### src/rtl/uart_rx_fifo_if.sv
// uart_rx_fifo_if: CPU-side memory-mapped port of the buffered UART receiver.
//   load  : CPU write strobe for this address slot, 1 clk wide
//   in    : CPU write data (outM); bit 15 selects flush (1) or pop (0)
//   out   : {empty, overrun, ferr, perr, 4'b0, head[7:0]} returned as inM
//   avail : ~empty, for LED/debug use
// master = CPU / memory mux side, slave = receiver side.
interface uart_rx_fifo_if;
  logic        load;
  logic [15:0] in;
  logic [15:0] out;
  logic        avail;

  modport master (output load, output in, input out, input avail);
  modport slave  (input load, input in, output out, output avail);
endinterface

### src/rtl/uart_rx_fifo.sv
// uart_rx_fifo: buffered UART receiver for the Hack memory-mapped I/O space.
// Deserialises 8-bit frames from rx into a DEPTH-entry FIFO and exposes the head
// byte plus sticky status flags to the CPU.
// Ports:
//   clk   : system clock, all state on rising edge
//   rstn  : asynchronous active-low reset
//   rx    : UART line, idle high, asynchronous to clk
//   bus   : uart_rx_fifo_if.slave (load, in, out, avail)
// Parameters: CLK_HZ, BAUD (CLKS_PER_BIT = CLK_HZ/BAUD), DEPTH (power of 2, 2..64).
// Build option: define UART_RX_PARITY_EN for 8E1 frames with a parity state and
// perr flag; otherwise frames are 8N1 and out[12] is constant 0.
module uart_rx_fifo #(
  parameter int unsigned CLK_HZ = 33333333,
  parameter int unsigned BAUD   = 115200,
  parameter int unsigned DEPTH  = 16
) (
  input  logic           clk,
  input  logic           rstn,
  input  logic           rx,
  uart_rx_fifo_if.slave  bus
);

  localparam int unsigned CLKS_PER_BIT = CLK_HZ / BAUD;
  localparam int unsigned CNT_W        = $clog2(CLKS_PER_BIT);
  localparam int unsigned ADDR_W       = $clog2(DEPTH);
  localparam int unsigned PTR_W        = ADDR_W + 1;
  localparam logic [CNT_W-1:0] CNT_HALF = CNT_W'(CLKS_PER_BIT / 2);
  localparam logic [CNT_W-1:0] CNT_FULL = CNT_W'(CLKS_PER_BIT - 1);

  typedef enum logic [2:0] {
    IDLE   = 3'd0,
    START  = 3'd1,
    DATA   = 3'd2,
`ifdef UART_RX_PARITY_EN
    PARITY = 3'd3,
`endif
    STOP   = 3'd4
  } rxState_t;

  // Line synchroniser plus one delayed copy for start-edge detection
  logic rxMeta, rxS, rxPrev;

  always_ff @(posedge clk or negedge rstn) begin
    if (!rstn) begin
      rxMeta <= 1'b1;
      rxS    <= 1'b1;
      rxPrev <= 1'b1;
    end else begin
      rxMeta <= rx;
      rxS    <= rxMeta;
      rxPrev <= rxS;
    end
  end

  rxState_t         state, stateNext;
  logic [CNT_W-1:0] cnt, cntNext;
  logic [2:0]       bitIdx, bitIdxNext;
  logic [7:0]       shiftReg, shiftNext;
  logic             cntZero;
  logic             pushReq;
  logic             ferrSet;
  logic             perrSet;
`ifdef UART_RX_PARITY_EN
  logic             parityBad, parityBadNext;
`endif

  assign cntZero = (cnt == '0);

  // Receiver state register
  always_ff @(posedge clk or negedge rstn) begin
    if (!rstn) begin
      state     <= IDLE;
      cnt       <= '0;
      bitIdx    <= '0;
      shiftReg  <= '0;
`ifdef UART_RX_PARITY_EN
      parityBad <= 1'b0;
`endif
    end else begin
      state     <= stateNext;
      cnt       <= cntNext;
      bitIdx    <= bitIdxNext;
      shiftReg  <= shiftNext;
`ifdef UART_RX_PARITY_EN
      parityBad <= parityBadNext;
`endif
    end
  end

  // Receiver next-state: every sample point sits at cnt==0, mid-bit
  always_comb begin
    stateNext     = state;
    cntNext       = cnt;
    bitIdxNext    = bitIdx;
    shiftNext     = shiftReg;
    pushReq       = 1'b0;
    ferrSet       = 1'b0;
    perrSet       = 1'b0;
`ifdef UART_RX_PARITY_EN
    parityBadNext = parityBad;
`endif
    case (state)
      IDLE: begin
        if (rxPrev && !rxS) begin
          stateNext = START;
          cntNext   = CNT_HALF;
        end
      end
      START: begin
        if (!cntZero) begin
          cntNext = cnt - CNT_W'(1);
        end else if (!rxS) begin
          stateNext  = DATA;
          cntNext    = CNT_FULL;
          bitIdxNext = '0;
        end else begin
          // Start bit no longer low at mid-bit: treat as glitch
          stateNext = IDLE;
        end
      end
      DATA: begin
        if (!cntZero) begin
          cntNext = cnt - CNT_W'(1);
        end else begin
          shiftNext = {rxS, shiftReg[7:1]};
          cntNext   = CNT_FULL;
          if (bitIdx == 3'd7) begin
`ifdef UART_RX_PARITY_EN
            stateNext = PARITY;
`else
            stateNext = STOP;
`endif
          end else begin
            bitIdxNext = bitIdx + 3'd1;
          end
        end
      end
`ifdef UART_RX_PARITY_EN
      PARITY: begin
        if (!cntZero) begin
          cntNext = cnt - CNT_W'(1);
        end else begin
          // Even parity: the parity bit must equal the XOR of the data bits
          parityBadNext = (rxS != (^shiftReg));
          perrSet       = (rxS != (^shiftReg));
          cntNext       = CNT_FULL;
          stateNext     = STOP;
        end
      end
`endif
      STOP: begin
        if (!cntZero) begin
          cntNext = cnt - CNT_W'(1);
        end else begin
          stateNext = IDLE;
          if (rxS) begin
`ifdef UART_RX_PARITY_EN
            pushReq = !parityBad;
`else
            pushReq = 1'b1;
`endif
          end else begin
            ferrSet = 1'b1;
          end
        end
      end
      default: stateNext = IDLE;
    endcase
  end

  // FIFO storage and CPU access
  logic [7:0]       mem [DEPTH];
  logic [PTR_W-1:0] wp, rp;
  logic             overrun, ferr, perr;
  logic             empty, full;
  logic             flush, doPop, pushOk, doWrite, dropFull;
  logic [7:0]       head;
  logic             unusedIn;

  assign empty    = (wp == rp);
  assign full     = (wp[PTR_W-1] != rp[PTR_W-1]) && (wp[ADDR_W-1:0] == rp[ADDR_W-1:0]);
  assign flush    = bus.load && bus.in[15];
  assign doPop    = bus.load && !bus.in[15] && !empty;
  assign pushOk   = pushReq && !flush;
  // A pop in the same cycle frees the slot, so a push into a full FIFO still lands
  assign doWrite  = pushOk && (!full || doPop);
  assign dropFull = pushOk && full && !doPop;
  assign unusedIn = ^bus.in[14:0];

  always_ff @(posedge clk) begin
    if (doWrite) mem[wp[ADDR_W-1:0]] <= shiftReg;
  end

  // Pointers and sticky flags; flush takes priority over any same-cycle update
  always_ff @(posedge clk or negedge rstn) begin
    if (!rstn) begin
      wp      <= '0;
      rp      <= '0;
      overrun <= 1'b0;
      ferr    <= 1'b0;
    end else begin
      if (doWrite) wp <= wp + PTR_W'(1);
      if (flush) begin
        rp      <= wp;
        overrun <= 1'b0;
        ferr    <= 1'b0;
      end else begin
        if (doPop)    rp      <= rp + PTR_W'(1);
        if (dropFull) overrun <= 1'b1;
        if (ferrSet)  ferr    <= 1'b1;
      end
    end
  end

`ifdef UART_RX_PARITY_EN
  always_ff @(posedge clk or negedge rstn) begin
    if (!rstn)        perr <= 1'b0;
    else if (flush)   perr <= 1'b0;
    else if (perrSet) perr <= 1'b1;
  end
`else
  logic unusedPerrSet;
  assign unusedPerrSet = perrSet;
  assign perr          = 1'b0;
`endif

  assign head      = empty ? 8'h00 : mem[rp[ADDR_W-1:0]];
  assign bus.out   = {empty, overrun, ferr, perr, 4'b0000, head};
  assign bus.avail = !empty;

endmodule

### src/flat_wrapper.sv
// flat-port wrapper written by rule: the top's interface ports become plain ports
module uart_rx_fifo_flat 
#(
  parameter int unsigned CLK_HZ = 33333333,
  parameter int unsigned BAUD   = 115200,
  parameter int unsigned DEPTH  = 16
)
  (clk, rstn, rx, bus_load, bus_in, bus_out, bus_avail);
  uart_rx_fifo_if bus_i ();
  input  logic clk;
  input  logic rstn;
  input  logic rx;
  input wire logic [$bits(bus_i.load)-1:0] bus_load;
  input wire logic [$bits(bus_i.in)-1:0] bus_in;
  output wire logic [$bits(bus_i.out)-1:0] bus_out;
  output wire logic [$bits(bus_i.avail)-1:0] bus_avail;
  assign bus_i.load = bus_load;
  assign bus_i.in = bus_in;
  assign bus_out = bus_i.out;
  assign bus_avail = bus_i.avail;
  uart_rx_fifo #(.CLK_HZ(CLK_HZ), .BAUD(BAUD), .DEPTH(DEPTH)) u_core (.clk(clk), .rstn(rstn), .rx(rx), .bus(bus_i));
endmodule
### config.mk
export PLATFORM = sky130hd
export DESIGN_NAME = uart_rx_fifo_flat
export DESIGN_NICKNAME = d
export VERILOG_FILES = /design/src/rtl/uart_rx_fifo_if.sv /design/src/rtl/uart_rx_fifo.sv /design/src/flat_wrapper.sv
export SDC_FILE = /design/constraint.sdc
export NUM_CORES = 1
export LEC_CHECK = 0
export CORE_MARGIN = 1.5
export CORE_UTILIZATION = 45
export CTS_CLUSTER_SIZE = 25
export DETAILED_ROUTE_END_ITERATION = 16
export DONT_BUFFER_PORTS = 1
export GPL_TIMING_DRIVEN = 0
export PLACE_DENSITY = 0.67
export SKIP_LAST_GASP = 1
export SLEW_MARGIN = 20
export SYNTH_ARGS = -nofsm -noshare
export SYNTH_HDL_FRONTEND = slang
export SYNTH_SLANG_ARGS = --single-unit
### constraint.sdc
create_clock -name clk -period 5 [get_ports clk]
set_input_delay 0.75 -clock clk [delete_from_list [all_inputs] [get_ports clk]]
set_output_delay 0.75 -clock clk [all_outputs]
set_load 0.03 [all_outputs]
==> impl_metrics.py <==
metrics = {
    "detailed_routing": {
        "avgRoutedWirePerCell_um": 20.44,
        "drt_first_iter_violations": 280,
        "detail_route.wirelength_um": 13940,
        "drtAntennaViolNets": 0,
        "met3_wirelength_um": 941,
        "vias_per_cell": 5.556,
        "detail_route.drc_violations": 0,
        "top_layer_used": "met4",
        "wirelength_met1_um": 5924,
        "vias": 3789,
        "met2RoutedLength_um": 6846,
        "first_pass_iters": 4,
    },
    "logic_synthesis": {
        "synthArstFlopShare": 0.2289,
        "ys_warn_count": 0,
        "syn_area_per_cell_um2": 16.26,
        "synth.ff_latch_count": 166,
        "post_synth_inst_count": 435,
        "yosysSeqAreaShare": 0.6785,
        "synth_area_um2": 7072,
        "yosysUniqueCellTypes": 51,
        "synth_edf_count": 128,
        "postSynth.topFlopCell": "sky130_fd_sc_hd__edfxtp_1",
    },
    "sta": {
        "report.final.setup_viol": 0,
        "worst_pin_slew_ns": 1.081,
        "slew_violations": 0,
        "post-route-period-util": 0.7796,
        "setup_tns_ns": 0,
        "worst_slew_margin_rel": 0.2747,
        "final_hold_fails": 0,
        "rsz0062_at_grt": "false",
        "finalClockSkew_ns": 0.007375,
        "max_freq_mhz": 256.5,
        "period_minus_slack_ns": 3.898,
    },
    "setup_path": {
        "critical_path.endpoint": "bus_out[4]",
        "reg2reg_from": "u_core.cnt[0]",
        "timing.reg2reg.setup_slack_ns": 1.85,
        "setup.worst_path.start_class": "flop",
        "worstPathRequired_ns": 4.25,
        "slowest_delay_ns": 0.91,
        "ff2ff_path_depth": 8,
        "critPathLaunch": "u_core.rp[2]",
        "critical_path_at_ns": 3.15,
        "rr_endpoint": "u_core.mem[13][3]",
        "setup.worst_path.end_class": "output port",
        "critPathKind": "reg -> out",
        "worstPathCellList": "buf_2, buf_1, buf_2, mux2i_1, a211oi_1",
        "critical_path_peak_fanout": 10,
        "crit_path_frequent_cell": "sky130_fd_sc_hd__buf_2",
        "timing.critical_path.slowest_stage_cell": "sky130_fd_sc_hd__a211oi_1",
    },
    "power": {
        "comb_power_share": 0.146,
        "p_leak_uw": 0.002927,
        "power.share.clock": 0.407,
        "netSwitchingPower_uw": 908.0,
        "power.internal_uw": 2597,
        "max-vdd-ir-drop_mv": 0.2993,
        "power_frac_seq": 0.448,
        "netSwitchingFraction": 0.2591,
        "power_per_cell_area_nw_per_um2": 436.0,
        "totalPowerFinal_uw": 3505,
    },
    "status": {
        "status": "complete, no violations",
    },
    "floorplanning": {
        "start_util": 0.4635,
        "overall_die_width_um": 128.4,
        "i_o_pin_count": 37,
        "overall_die_height_um": 128.4,
        "core_area_um2": 15260,
        "fp.dieArea_um2": 16480,
        "fp_rows": 45,
    },
    "cells_and_area": {
        "area_growth_pct": 13.66,
        "antenna_cells": 0,
        "final_common_cell": "sky130_fd_sc_hd__edfxtp_1",
        "layout.cells.most_common_list": "sky130_fd_sc_hd__edfxtp_1, sky130_fd_sc_hd__dfrtp_1, sky130_fd_sc_hd__mux4_2",
        "post_route_cells_drive_above_1_share": 0.2314,
        "nets_finish": 487,
        "final_core_utilization": 0.5268,
    },
    "clocking": {
        "post_cts_buffers": 0,
        "tritoncts": "done",
        "root_buffer": "sky130_fd_sc_hd__clkbuf_16",
        "clock_insertion_delay_worst_skew_ns": 0.43,
        "clkTransAtPathRegs_ns": 0.06,
        "cts_max_path_buffers": 2,
        "cts-buffers-inserted": 17,
        "htree_num_levels": 4,
        "tritoncts_num_sinks": 166,
    },
    "global_route": {
        "globalRoute.totalOverflow": 0,
        "grt_start_max_net_pins": 36,
        "grt_pass1_wl_um": 22160,
        "first_global_vias": 3934,
        "antenna_found_initial": 0,
        "grt_usage": 0.1871,
    },
    "placement": {
        "portBuffers": 0,
        "finalWeightedCongestion": 0.8295,
        "detailed_place_hpwl_um": 9178,
    },
    "flow_run": {
        "drv_cap": 0,
    },
    "min_path": {
        "hp-class": "in -> async",
    },
}
## cells by family after synthesis
group                    Yosys count  share of synthesized area
XOR/XNOR                          10                    0.01239
buffers and inverters             39                    0.02884
adder cells (fa/ha/maj)            8                    0.01415
AO/OA/AOI/OAI                     67                    0.06281
other                              1                  0.0005303
multiplexers                      51                     0.1304
AND/OR/NAND/NOR                   93                    0.07236
flip-flops                       166                     0.6785
## how the worst min path moves through the flow
stage                              from            end  slack (ns)
after detailed placement  u_core.rxMeta     u_core.rxS        0.35
after global routing               rstn  u_core.rxPrev        0.14
after global placement    u_core.rxMeta     u_core.rxS        0.35
after floorplan           u_core.rxMeta     u_core.rxS        0.35
after CTS                          rstn  u_core.rxPrev        0.14
final                              rstn  u_core.cnt[4]        0.16
## power groups by stage
| stage | Clock (µW) | Sequential [µW] | Combinational (µW) |
|---|---|---|---|
| 5_1_grt | 1500 | 1580 | 562 |
| 3_5_place_dp | 0 | 1600 | 504 |
| 3_3_place_gp | 0 | 1590 | 490 |
| 2_1_floorplan | 0 | 1580 | 395 |
| 6_report | 1430 | 1570 | 510 |
| 4_1_cts | 1450 | 1570 | 514 |
## metrics by stage
step | cells | area (µm²) | worst slack (ns) | hold slack, ns
floorplan | 439 | 7087 | 2.116 | 0.3452
global placement | 650 | 7351 | 1.551 | 0.3467
detailed placement | 650 | 7371 | 1.487 | 0.3475
CTS | 682 | 8038 | 1.048 | 0.1415
global route | 682 | 8038 | 0.9144 | 0.1411
finish | 682 | 8038 | 1.102 | 0.1554
## synth_stat cells (all sizes together) (5+ instances only)
| master | instances | area share |
|---|---|---|
| a211oi | 17 | 0.018 |
| a21oi | 13 | 0.0092 |
| and2 | 8 | 0.0071 |
| buf | 22 | 0.020 |
| clkbuf | 7 | 0.0037 |
| dfrtp | 35 | 0.12 |
| edfxtp | 128 | 0.54 |
| ha | 8 | 0.014 |
| inv | 9 | 0.0048 |
| mux2 | 9 | 0.014 |
| mux2i | 10 | 0.014 |
| mux4 | 32 | 0.10 |
| nand2 | 16 | 0.0088 |
| nand2b | 6 | 0.0053 |
| nand4 | 5 | 0.0053 |
| nor2 | 26 | 0.014 |
| nor3 | 12 | 0.010 |
| o21ai | 14 | 0.0099 |
| o31ai | 5 | 0.0053 |
| xnor2 | 8 | 0.0099 |
## metal layers
| layer | track usage | vias up |
|---|---|---|
| met4 | 0.07865 | 0 |
| met3 | 0.05114 | 17 |
| met1 | 0.2386 | 1925 |
| li1 | - | 1731 |
| met5 | 0 | - |
| met2 | 0.3052 | 116 |
## registers in the layout, summed over array words and instances (netlist names), 3 cells and up
name	flops
u_core.state	3
u_core.rp	5
u_core.bitIdx	3
u_core.wp	5
u_core.mem	128
u_core.shiftReg	8
u_core.cnt	9
## worst max-delay path: cells and delay by family, from the launching register on
family	cells	cell delay [ns]
multiplexers	1	0.16
buffers and inverters	3	1.30
AO/OA/AOI/OAI	1	0.91
flip-flops	1	0.35
## layout make-up
cell class / instances / area [µm²]
Clock buffer: 17 / 425.4
Timing Repair Buffer: 1 / 20.02
Multi-Input combinational cell: 234 / 2105
Buffer: 29 / 166.4
Inverter: 10 / 37.54
Clock inverter: 14 / 221.5
Sequential cell: 166 / 4798
Fill cell: 1230 / 7221
Tap cell: 211 / 264.0
## what timing repair did
| item | CTS | global route |
|---|---|---|
| endpoints found under the hold margin | 35 | 0 |
| gates resized for setup | 0 | 0 |
| setup endpoints to repair | 0 | 0 |
| hold buffers | 1 | 0 |
Note: power is estimated with default switching activity, not from simulation.
